File: config.mk
export PLATFORM = sky130hd
export DESIGN_NAME = sprite_scheduler_flat
export DESIGN_NICKNAME = d
export VERILOG_FILES = /design/src/rtl/sprite_scheduler_pkg.sv /design/src/rtl/sprite_scheduler_if.sv /design/src/rtl/sprite_scheduler.sv /design/src/flat_wrapper.sv
export SDC_FILE = /design/constraint.sdc
export NUM_CORES = 1
export LEC_CHECK = 0
export ABC_CLOCK_PERIOD_IN_PS = 2200
export CELL_PAD_IN_SITES_DETAIL_PLACEMENT = 1
export CELL_PAD_IN_SITES_GLOBAL_PLACEMENT = 1
export CORE_MARGIN = 4
export CORE_UTILIZATION = 36
export CTS_CLUSTER_DIAMETER = 30
export DETAILED_ROUTE_END_ITERATION = 7
export GPL_TIMING_DRIVEN = 1
export PLACE_DENSITY = 0.87
export SLEW_MARGIN = 10
export SYNTH_ARGS = -nofsm -noshare
export SYNTH_HDL_FRONTEND = slang
export SYNTH_SLANG_ARGS = --single-unit
File: constraint.sdc
create_clock -name clk -period 2.2 [get_ports clk]
set_input_delay 0.22 -clock clk [delete_from_list [all_inputs] [get_ports clk]]
set_output_delay 0.22 -clock clk [all_outputs]
set_load 0.01 [all_outputs]
File: src/rtl/sprite_scheduler_pkg.sv
// Shared sizes, fixed-point format and FSM states for the sprite scheduler.
// Distances are signed Q8.8 (FW bits, QN fraction bits).
package sprite_scheduler_pkg;

    localparam int SPRITE_SLOTS = 8;
    localparam int SPRITE_IDXW  = 3;
    localparam int SPRITE_COLW  = 11;
    localparam int FW           = 16;
    localparam int QN           = 8;

    typedef enum logic [2:0] {
        ST_LOAD,
        ST_SCAN,
        ST_SCAN_LAST,
        ST_EMIT,
        ST_DONE
    } state_t;

endpackage

File: src/rtl/sprite_scheduler_if.sv
// Sprite entry stream: valid/ready handshake carrying distance and column.
// The tracer side uses slave; the renderer side uses master.
interface sprite_scheduler_if
    import sprite_scheduler_pkg::*;
#(
    parameter int COLW = SPRITE_COLW
);

    logic                   valid;
    logic                   ready;
    logic signed [FW-1:0]   sdist;
    logic [COLW-1:0]        scol;
    logic [SPRITE_IDXW-1:0] index;
    logic                   last;

    modport master (
        output valid, sdist, scol, index, last,
        input  ready
    );

    modport slave (
        input  valid, sdist, scol,
        output ready
    );

endinterface

File: src/rtl/sprite_scheduler.sv
// Loads sprite entries into the buffer, then replays them far-to-near
// by repeated max-distance scans with a one-cycle read pipeline.
module sprite_scheduler
    import sprite_scheduler_pkg::*;
#(
    parameter int SLOTS = SPRITE_SLOTS,
    parameter int COLW  = SPRITE_COLW
) (
    input  logic                   clk,
    input  logic                   reset_n,
    sprite_scheduler_if.slave      s,
    input  logic                   sort_go,
    sprite_scheduler_if.master     m,
    output logic                   busy,
    output logic                   done,
    output logic                   buf_we,
    output logic                   buf_oe,
    output logic [SPRITE_IDXW-1:0] buf_index,
    output logic signed [FW-1:0]   buf_sdist_wr,
    output logic [COLW-1:0]        buf_scol_wr,
    input  logic signed [FW-1:0]   buf_sdist_rd,
    input  logic [COLW-1:0]        buf_scol_rd
);

    state_t state, state_n;

    logic [3:0]             count;
    logic [3:0]             remaining;
    logic [3:0]             rem_n;
    logic [SLOTS-1:0]       used;
    logic [SPRITE_IDXW-1:0] ptr;
    logic                   accept;
    logic                   pos;

    logic                   cand_v;
    logic signed [FW-1:0]   cand_d;
    logic [COLW-1:0]        cand_c;
    logic [SPRITE_IDXW-1:0] cand_i;

    logic                   best_v;
    logic signed [FW-1:0]   best_d;
    logic [COLW-1:0]        best_c;
    logic [SPRITE_IDXW-1:0] best_i;

    logic                   upd;
    logic signed [FW-1:0]   nb_d;
    logic [COLW-1:0]        nb_c;
    logic [SPRITE_IDXW-1:0] nb_i;

    logic                   mv_q;
    logic signed [FW-1:0]   md_q;
    logic [COLW-1:0]        mc_q;
    logic [SPRITE_IDXW-1:0] mi_q;
    logic                   ml_q;

    assign busy    = (state != ST_LOAD);
    assign done    = (state == ST_DONE);
    assign m.valid = mv_q;
    assign m.sdist = md_q;
    assign m.scol  = mc_q;
    assign m.index = mi_q;
    assign m.last  = ml_q;

    // Running-max comparator: strict greater keeps the lower index on ties.
    always_comb begin
        upd  = cand_v && !used[cand_i] && (!best_v || cand_d > best_d);
        nb_d = upd ? cand_d : best_d;
        nb_c = upd ? cand_c : best_c;
        nb_i = upd ? cand_i : best_i;
    end

    // Next-state and buffer/stream control.
    always_comb begin
        state_n      = state;
        s.ready      = 1'b0;
        accept       = 1'b0;
        pos          = 1'b0;
        buf_we       = 1'b0;
        buf_oe       = 1'b0;
        buf_index    = '0;
        buf_sdist_wr = '0;
        buf_scol_wr  = '0;
        rem_n        = remaining;
        unique case (state)
            ST_LOAD: begin
                s.ready   = (count < 4'(SLOTS));
                accept    = s.valid && s.ready;
                pos       = accept && (s.sdist > 0);
                rem_n     = remaining + {3'b0, pos};
                buf_we    = accept;
                buf_index = count[SPRITE_IDXW-1:0];
                if (accept) begin
                    buf_sdist_wr = s.sdist;
                    buf_scol_wr  = s.scol;
                end
                if (sort_go)
                    state_n = (rem_n == 4'd0) ? ST_DONE : ST_SCAN;
            end
            ST_SCAN: begin
                buf_oe    = 1'b1;
                buf_index = ptr;
                if ({1'b0, ptr} == count - 4'd1)
                    state_n = ST_SCAN_LAST;
            end
            ST_SCAN_LAST: state_n = ST_EMIT;
            ST_EMIT: begin
                if (m.ready)
                    state_n = (remaining == 4'd1) ? ST_DONE : ST_SCAN;
            end
            ST_DONE: state_n = ST_LOAD;
            default: state_n = ST_LOAD;
        endcase
    end

    // State register.
    always_ff @(posedge clk or negedge reset_n) begin
        if (!reset_n) state <= ST_LOAD;
        else          state <= state_n;
    end

    // Counters, consumed mask, read pipeline and emitted entry.
    always_ff @(posedge clk or negedge reset_n) begin
        if (!reset_n) begin
            count     <= '0;
            remaining <= '0;
            used      <= '0;
            ptr       <= '0;
            cand_v    <= 1'b0;
            cand_d    <= '0;
            cand_c    <= '0;
            cand_i    <= '0;
            best_v    <= 1'b0;
            best_d    <= '0;
            best_c    <= '0;
            best_i    <= '0;
            mv_q      <= 1'b0;
            md_q      <= '0;
            mc_q      <= '0;
            mi_q      <= '0;
            ml_q      <= 1'b0;
        end else begin
            cand_v <= (state == ST_SCAN);
            cand_d <= buf_sdist_rd;
            cand_c <= buf_scol_rd;
            cand_i <= ptr;
            unique case (state)
                ST_LOAD: begin
                    remaining <= rem_n;
                    if (accept) begin
                        count <= count + 4'd1;
                        if (!pos) used[count[SPRITE_IDXW-1:0]] <= 1'b1;
                    end
                    ptr    <= '0;
                    best_v <= 1'b0;
                end
                ST_SCAN: begin
                    ptr    <= ptr + 1'b1;
                    best_v <= best_v | upd;
                    best_d <= nb_d;
                    best_c <= nb_c;
                    best_i <= nb_i;
                end
                ST_SCAN_LAST: begin
                    mv_q <= 1'b1;
                    md_q <= nb_d;
                    mc_q <= nb_c;
                    mi_q <= nb_i;
                    ml_q <= (remaining == 4'd1);
                end
                ST_EMIT: begin
                    if (m.ready) begin
                        mv_q       <= 1'b0;
                        used[mi_q] <= 1'b1;
                        remaining  <= remaining - 4'd1;
                        ptr        <= '0;
                        best_v     <= 1'b0;
                    end
                end
                ST_DONE: begin
                    count     <= '0;
                    used      <= '0;
                    remaining <= '0;
                end
                default: ;
            endcase
        end
    end

endmodule

File: src/flat_wrapper.sv
// flat-port wrapper written by rule: the top's interface ports become plain ports
module sprite_scheduler_flat import sprite_scheduler_pkg::*;
#(
    parameter int SLOTS = SPRITE_SLOTS,
    parameter int COLW  = SPRITE_COLW
)
  (clk, reset_n, sort_go, busy, done, buf_we, buf_oe, buf_index, buf_sdist_wr, buf_scol_wr, buf_sdist_rd, buf_scol_rd, s_valid, s_sdist, s_scol, s_ready, m_valid, m_sdist, m_scol, m_index, m_last, m_ready);
  sprite_scheduler_if #(.COLW(COLW)) s_i ();
  sprite_scheduler_if #(.COLW(COLW)) m_i ();
  input  logic clk;
  input  logic reset_n;
  input  logic sort_go;
  output logic busy;
  output logic done;
  output logic buf_we;
  output logic buf_oe;
  output logic [SPRITE_IDXW-1:0] buf_index;
  output logic signed [FW-1:0] buf_sdist_wr;
  output logic [COLW-1:0] buf_scol_wr;
  input  logic signed [FW-1:0] buf_sdist_rd;
  input  logic [COLW-1:0] buf_scol_rd;
  input wire logic [$bits(s_i.valid)-1:0] s_valid;
  input wire logic [$bits(s_i.sdist)-1:0] s_sdist;
  input wire logic [$bits(s_i.scol)-1:0] s_scol;
  output wire logic [$bits(s_i.ready)-1:0] s_ready;
  output wire logic [$bits(m_i.valid)-1:0] m_valid;
  output wire logic [$bits(m_i.sdist)-1:0] m_sdist;
  output wire logic [$bits(m_i.scol)-1:0] m_scol;
  output wire logic [$bits(m_i.index)-1:0] m_index;
  output wire logic [$bits(m_i.last)-1:0] m_last;
  input wire logic [$bits(m_i.ready)-1:0] m_ready;
  assign s_i.valid = s_valid;
  assign s_i.sdist = s_sdist;
  assign s_i.scol = s_scol;
  assign s_ready = s_i.ready;
  assign m_valid = m_i.valid;
  assign m_sdist = m_i.sdist;
  assign m_scol = m_i.scol;
  assign m_index = m_i.index;
  assign m_last = m_i.last;
  assign m_i.ready = m_ready;
  sprite_scheduler #(.SLOTS(SLOTS), .COLW(COLW)) u_core (.clk(clk), .reset_n(reset_n), .s(s_i), .sort_go(sort_go), .m(m_i), .busy(busy), .done(done), .buf_we(buf_we), .buf_oe(buf_oe), .buf_index(buf_index), .buf_sdist_wr(buf_sdist_wr), .buf_scol_wr(buf_scol_wr), .buf_sdist_rd(buf_sdist_rd), .buf_scol_rd(buf_scol_rd));
endmodule
==> results.ini <==
[run_status]
status = finished with violations
violations = setup timing

[critical_path]
crit_path_start = u_core.best_d[9]
crit_path_end = u_core.best_d[9]
start_kind = flip-flop
worst_r2r_path_depth = 10
critPathKind = flip-flop to flip-flop
cp.required_ns = 2.51
path_delay_family = compound AO/OA/AOI/OAI gates
crit_buf_inv = 3
crit_slowest_cell = dfrtp_1
crit_cells = 10
path_cells = inv_1 -> ha_1 -> nand2_1 -> nor3_4 -> o21a_1 -> o21ai_4 -> a211oi_4 -> buf_6 -> buf_12 -> mux2_4
r2r-end = u_core.best_d[9]
critPathMaxStageDelay_ns = 0.38
crit_arrival_ns = 2.96
endpoint_kind = flip-flop
reg2reg_from = u_core.best_d[9]
crit_fanout = 6
r2r_slack_ns = -0.46

[drt]
dr.first_iter.drc_count = 530
vias_per_cell = 6.01
dr.pass1.iters = 5
final_antenna_net_count = 0
drc = 0
wirelength_um = 29100
routedWlPerCell_um = 26.8
num_vias = 6510

[finish]
final_cells = 1083
area_growth_pct = 53.5
final_design_area_no_fill_um2 = 9610
fin_util = 0.571
drive_above_1_share = 0.373
antenna_cells = 0
final_nets = 932

[global_routing]
grt_usage = 0.255
grt_pass1_wl_um = 39200
grt_max_degree = 61
grt_pass1_vias = 6918
antenna_found_initial = 0
gr-total-overflow = 0

[synthesis]
synth-edff-count = 0
ys_ff_latch = 116
async_reset_ff_frac = 1.00
synth_fp_nets = 716
yosysTopAreaCell = dfrtp_1
yosysWarnings = 0
synth_top_area_share = 0.464
synth_area_leaders = dfrtp_1, nor3_1, mux2_4
syn-cell-area_um2 = 6260
synth_ff_type = dfrtp_1
synth.distinct_cells = 51
synthCells = 634
syn_area_per_cell_um2 = 9.87
synth_seq_area_share = 0.464

[sta]
fin_crit_ns = 2.66
fin_hold_ws_ns = 0.182
skew_ns = 0.0210
fin_crit_sh = 1.21
slew_headroom = 0.706
slew_violations = 0
worstMarginPinSlew_ns = 0.441
finalWorstSetupSlack_ns = -0.458
fmax_mhz = 376
setup_viol = 61
hold_violations = 0
grt_setup_unrepaired = true

[clocking]
cts_made_buffers = 17
htreeDepth = 4
clock_sinks = 116
cts_tree = done
clockBufferDepth = 2
clkTransAtPathRegs_ns = 0.07
cts-root-buf = clkbuf_16
clock_latency_ns = 0.44

[placed_design]
postPlaceCellArea_um2 = 8320
place_inst = 1024
gp_congestion = 0.823
hpwlAfterDp_um = 14300
portBuffers = 125

[power]
p_leak_nw = 4.22
ir_drop_uv = 745
power_density_nw_per_um2 = 1500

[floorplanning]
die-area_um2 = 19600
start_util = 0.372
placeableCoreArea_um2 = 16800
fp.dieW_um = 140
pin_count = 126
die_h_um = 140
row_count = 47

[worst_hold_path]
hp-class = input pin to asynchronous set/reset pin

[run]
cap_viol_max_count = 0

[area by class of cell]
class                   instances  area (um^2)
clock inverters                12          201
well taps                     220          275
repair buffers                245         2210
clock buffers                  20          447
flip-flops and latches        116         2910
fillers                      1820         7210
inverters                      27          104
multi-input cells             443         3460
[synthesized netlist by cell type (7+ instances only)]
library cell and number:
buf_2 7, and2_1 29, ha_1 23, inv_1 27, nand2_1 25, o21ai_0 9, mux2_4 30, a211oi_1 19
clkbuf_1 33, a21oi_1 51, dfrtp_1 116, nor3_2 15, nor3_1 127, nor2_1 44
[cell usage in the layout, fill, tap and decap left out, drive strengths merged, types with 4 or more instances in the layout]
| cell type | n |
|---|---|
| xor2 | 4 |
| o21ai | 10 |
| nand2b | 5 |
| dfrtp | 116 |
| ha | 23 |
| inv | 29 |
| o41ai | 5 |
| a211oi | 20 |
| mux2 | 31 |
| a21oi | 51 |
| o22ai | 5 |
| nor2 | 44 |
| and2 | 29 |
| nand3 | 4 |
| bufinv | 5 |
| nand4 | 5 |
| dlygate4sd2 | 9 |
| buf | 147 |
| clkbuf | 24 |
| nand2 | 25 |
| dlymetal6s2s | 6 |
| clkdlybuf4s50 | 78 |
| nor3 | 142 |
[flip-flops by register name, indices dropped and copies added (netlist names)]
signal / flops
u_core.cand_d: 16
u_core.m.last: 1
u_core.best_d: 16
u_core.best_v: 1
u_core.used: 8
u_core.best_c: 11
u_core.m.scol: 11
u_core.best_i: 3
u_core.ptr: 3
u_core.cand_i: 3
u_core.count: 4
u_core.cand_v: 1
u_core.cand_c: 11
u_core.remaining: 4
u_core.state: 3
u_core.m.valid: 1
u_core.m.sdist: 16
u_core.m.index: 3
[power by group]
part	total, W	switching [W]	internal [W]
logic	0.00746	0.00396	0.00350
registers	0.00376	0.000866	0.00290
clock network	0.00318	0.00114	0.00204
total	0.0144	0.00597	0.00844
[stage by stage]
step	setup TNS (ns)	worst slack, ns	power [W]
6_report	-21.03	-0.458	0.0144
5_1_grt	-24.98	-0.499	0.0150
4_1_cts	-12.63	-0.322	0.0132
3_5_place_dp	-12.85	-0.667	0.00954
3_3_place_gp	-5.10	-0.576	0.00920
2_1_floorplan	0	0.00834	0.00671
[how the worst min path moves through the flow]
stage / startpoint / slack [ns] / end / cells past startpoint
floorplan: reset_n / -0.08 / u_core.best_c[0] / 0
global placement: reset_n / 0.09 / u_core.cand_d[11] / 1
detailed placement: reset_n / 0.09 / u_core.m.sdist[11] / 1
CTS: reset_n / 0.18 / u_core.best_d[8] / 2
global route: reset_n / 0.18 / u_core.best_d[8] / 2
finish: reset_n / 0.18 / u_core.best_d[8] / 2
[per-layer routing]
layer | wire length, um | up-vias | track usage
met5 | 0 | - | 0
met4 | 2040 | 0 | 0.129
met3 | 1670 | 138 | 0.0501
met2 | 14800 | 379 | 0.458
met1 | 10500 | 3290 | 0.286
li1 | - | 2703 | -
[cell families after synthesis]
group	count (synthesis)	share of synthesized area
fa+ha+maj	23	0.0460
buf+inv	75	0.0560
simple gates	267	0.226
mux	36	0.0858
xor+xnor	7	0.00980
flops	116	0.464
compound gates	110	0.113
[what timing repair did]
| item | in CTS | in global routing |
|---|---|---|
| setup endpoints to repair | 97 | 103 |
| gates cloned | 3 | 2 |
| endpoints found under the hold margin | 62 | 0 |
| resized for setup | 171 | 91 |
| hold buffers | 1 | 0 |
| pin swaps | 11 | 26 |
| buffers inserted | 12 | 11 |
(Power assumes the default switching activity.)
==> variant: new RTL, config.mk and constraints unchanged <==
Re-encode `state_t` (5 states) as one-hot, 5 bits wide.
--- a/src/rtl/sprite_scheduler_pkg.sv
+++ b/src/rtl/sprite_scheduler_pkg.sv
@@ -8,12 +8,12 @@
     localparam int FW           = 16;
     localparam int QN           = 8;
 
-    typedef enum logic [2:0] {
-        ST_LOAD,
-        ST_SCAN,
-        ST_SCAN_LAST,
-        ST_EMIT,
-        ST_DONE
+    typedef enum logic [4:0] {
+        ST_LOAD      = 5'b00001,
+        ST_SCAN      = 5'b00010,
+        ST_SCAN_LAST = 5'b00100,
+        ST_EMIT      = 5'b01000,
+        ST_DONE      = 5'b10000
     } state_t;
 
 endpackage
Behaviour: same outputs for any inputs over 10 cycles, from zero or initial values and one cycle with reset_n low; not proved beyond that.
==> variant against the unedited design <==
  * The flow still finishes with violations (setup timing)
  * Final area rose by 4.9%
  * Critical path type unchanged
  * Critical endpoint is now u_core.best_d[11]$_DFFE_PN0P_
  * Synthesized area is 3.0% higher
  * Largest power group unchanged
  * Total power is 15% lower
  * Wire length up 18%
  * Via count rose by 17%
  * Worst setup slack got worse by 0.088 ns
  * Sequential cell count increased by 2
==> variant: results (changes against the unedited design) <==
The longest individual stage delay on the worst path was 0.40 ns (was 0.38 ns). The run gives 0.0206 ns (was 0.0210 ns) as the setup skew after layout. Post-synth top cells: 117 x dfrtp_1, 79 x nor2_1, 59 x a21oi_1 (was 127 x nor3_1, 116 x dfrtp_1, 51 x a21oi_1). First-pass detailed-route iteration total: 6 (was 5).

The overall via count from detail_route was 7,635 (was 6,510). The global-route usage over all layers was 31.1% (was 25.5%). Met2 layer usage reported by global route: 50.2% (was 45.8%).

Sum of met2 wire segment lengths after detailed routing: 16.3 mm (was 14.8 mm). Setup TNS: -36.80 ns (was -21.03 ns). Violated checks: setup timing (unchanged).

The global-route wire length before repair came out at 48.3 mm (was 39.2 mm). The total cell area at the placement stage came out at 8410 um^2 (was 8320 um^2). The count of placed standard cells including taps was 1,059 (was 1,024). The via count of the first global-routing pass came out at 7,884 (was 6,918). The met1 wire length came out at 12.5 mm (was 10.5 mm).

The tools report the critical register-to-register path endpoint as u_core.best_d[11]$_DFFE_PN0P_ (was u_core.best_d[9]$_DFFE_PN0P_). The fraction of final layout cells sized beyond drive strength 1 is 29.6% (was 37.3%). The relative slew slack is 58.3% (was 70.6%). The run finished, with violations left. Synth top area cells: dfrtp_1 45%, nor2_1 4.6%, a21oi_1 4.6% (was dfrtp_1 46%, nor3_1 10%, mux2_4 7.2%).

The logs give 4.37 nW (was 4.22 nW) for the leakage power figure and 45.8% (was 46.4%) for the fraction of the yosys area taken by sequential cells. Wire length per cell: 30.5 um (was 26.8 um). Detailed-routed wire length on met3: 3.10 mm (was 1.67 mm).

The logs give 970 (was 932) for the total number of nets in the final design and 34.4 mm (was 29.1 mm) for the post-detailed-routing wire length. The run gives 0.195 ns (was 0.182 ns) as the final hold slack. The number of nets in the synthesized netlist is 770 (was 716), and the worst path setup slack after routing is -0.546 ns (was -0.458 ns).

Synthesized netlist cell count: 688 (was 634). The setup slack after placement was -0.565 ns (was -0.667 ns). The logs give 0.793 (was 0.823) for the placer's final routability congestion estimate and 8.36% (was 5.01%) for the global routing met3 resource utilization.

The number of inserted filler cells in the final layout is 1,834 (was 1,820). The final count of negative-setup-slack endpoints was 99 (was 61). The number of different library cells in the post-synthesis netlist was 58 (was 51); the half-perimeter wire length after placement was 14.9 mm (was 14.3 mm).
variant: changes by cell type in the layout (fill, tap and decap cells not counted), sizes merged, moves of 11 or more:
cell           change
nor3             -121
a211oi            -19
nor2              +37
o221a             +30
clkdlybuf4s50     +11
o211ai            +32
and3              +30
nand3             +36
nand4             +32
mux2              -31
variant: area by class of cell:
| type | instances | area (um^2) | area share, % |
|---|---|---|---|
| multi-input combinational | 484 | 3570 | 35.4 |
| inverter | 29 | 111 | 1.10 |
| timing repair buffer | 238 | 2490 | 24.7 |
| tap | 225 | 282 | 2.79 |
| sequential | 118 | 2960 | 29.3 |
| clock inverter | 11 | 196 | 1.95 |
| clock buffer | 21 | 470 | 4.67 |
variant: what timing repair did:
| action | 4_1_cts | 5_1_grt |
|---|---|---|
| setup buffers | 20 | 10 |
| hold buffers | 1 | 0 |
| pin swaps | 58 | 65 |
| hold endpoints to repair | 28 | 0 |
| gates resized for setup | 238 | 70 |
| gates cloned | 10 | 2 |
| setup endpoints to repair | 97 | 100 |
variant: power groups by stage:
stage	logic, W	clock network, W	registers (W)
after floorplan	0.00213	0	0.00318
after global placement	0.00401	0	0.00318
after detailed placement	0.00420	0	0.00320
after CTS	0.00481	0.00319	0.00321
after global routing	0.00586	0.00338	0.00334
final	0.00563	0.00327	0.00329
variant: logic make-up after synthesis:
| kind of cell | count (synthesis) | share of synthesized area (%) |
|---|---|---|
| flip-flops | 118 | 45.8 |
| buffers and inverters | 86 | 5.43 |
| multiplexers | 4 | 1.01 |
| adder cells (fa/ha/maj) | 23 | 4.46 |
| XOR/XNOR | 8 | 1.09 |
| AND/OR/NAND/NOR | 276 | 22.6 |
| AO/OA/AOI/OAI | 173 | 19.6 |
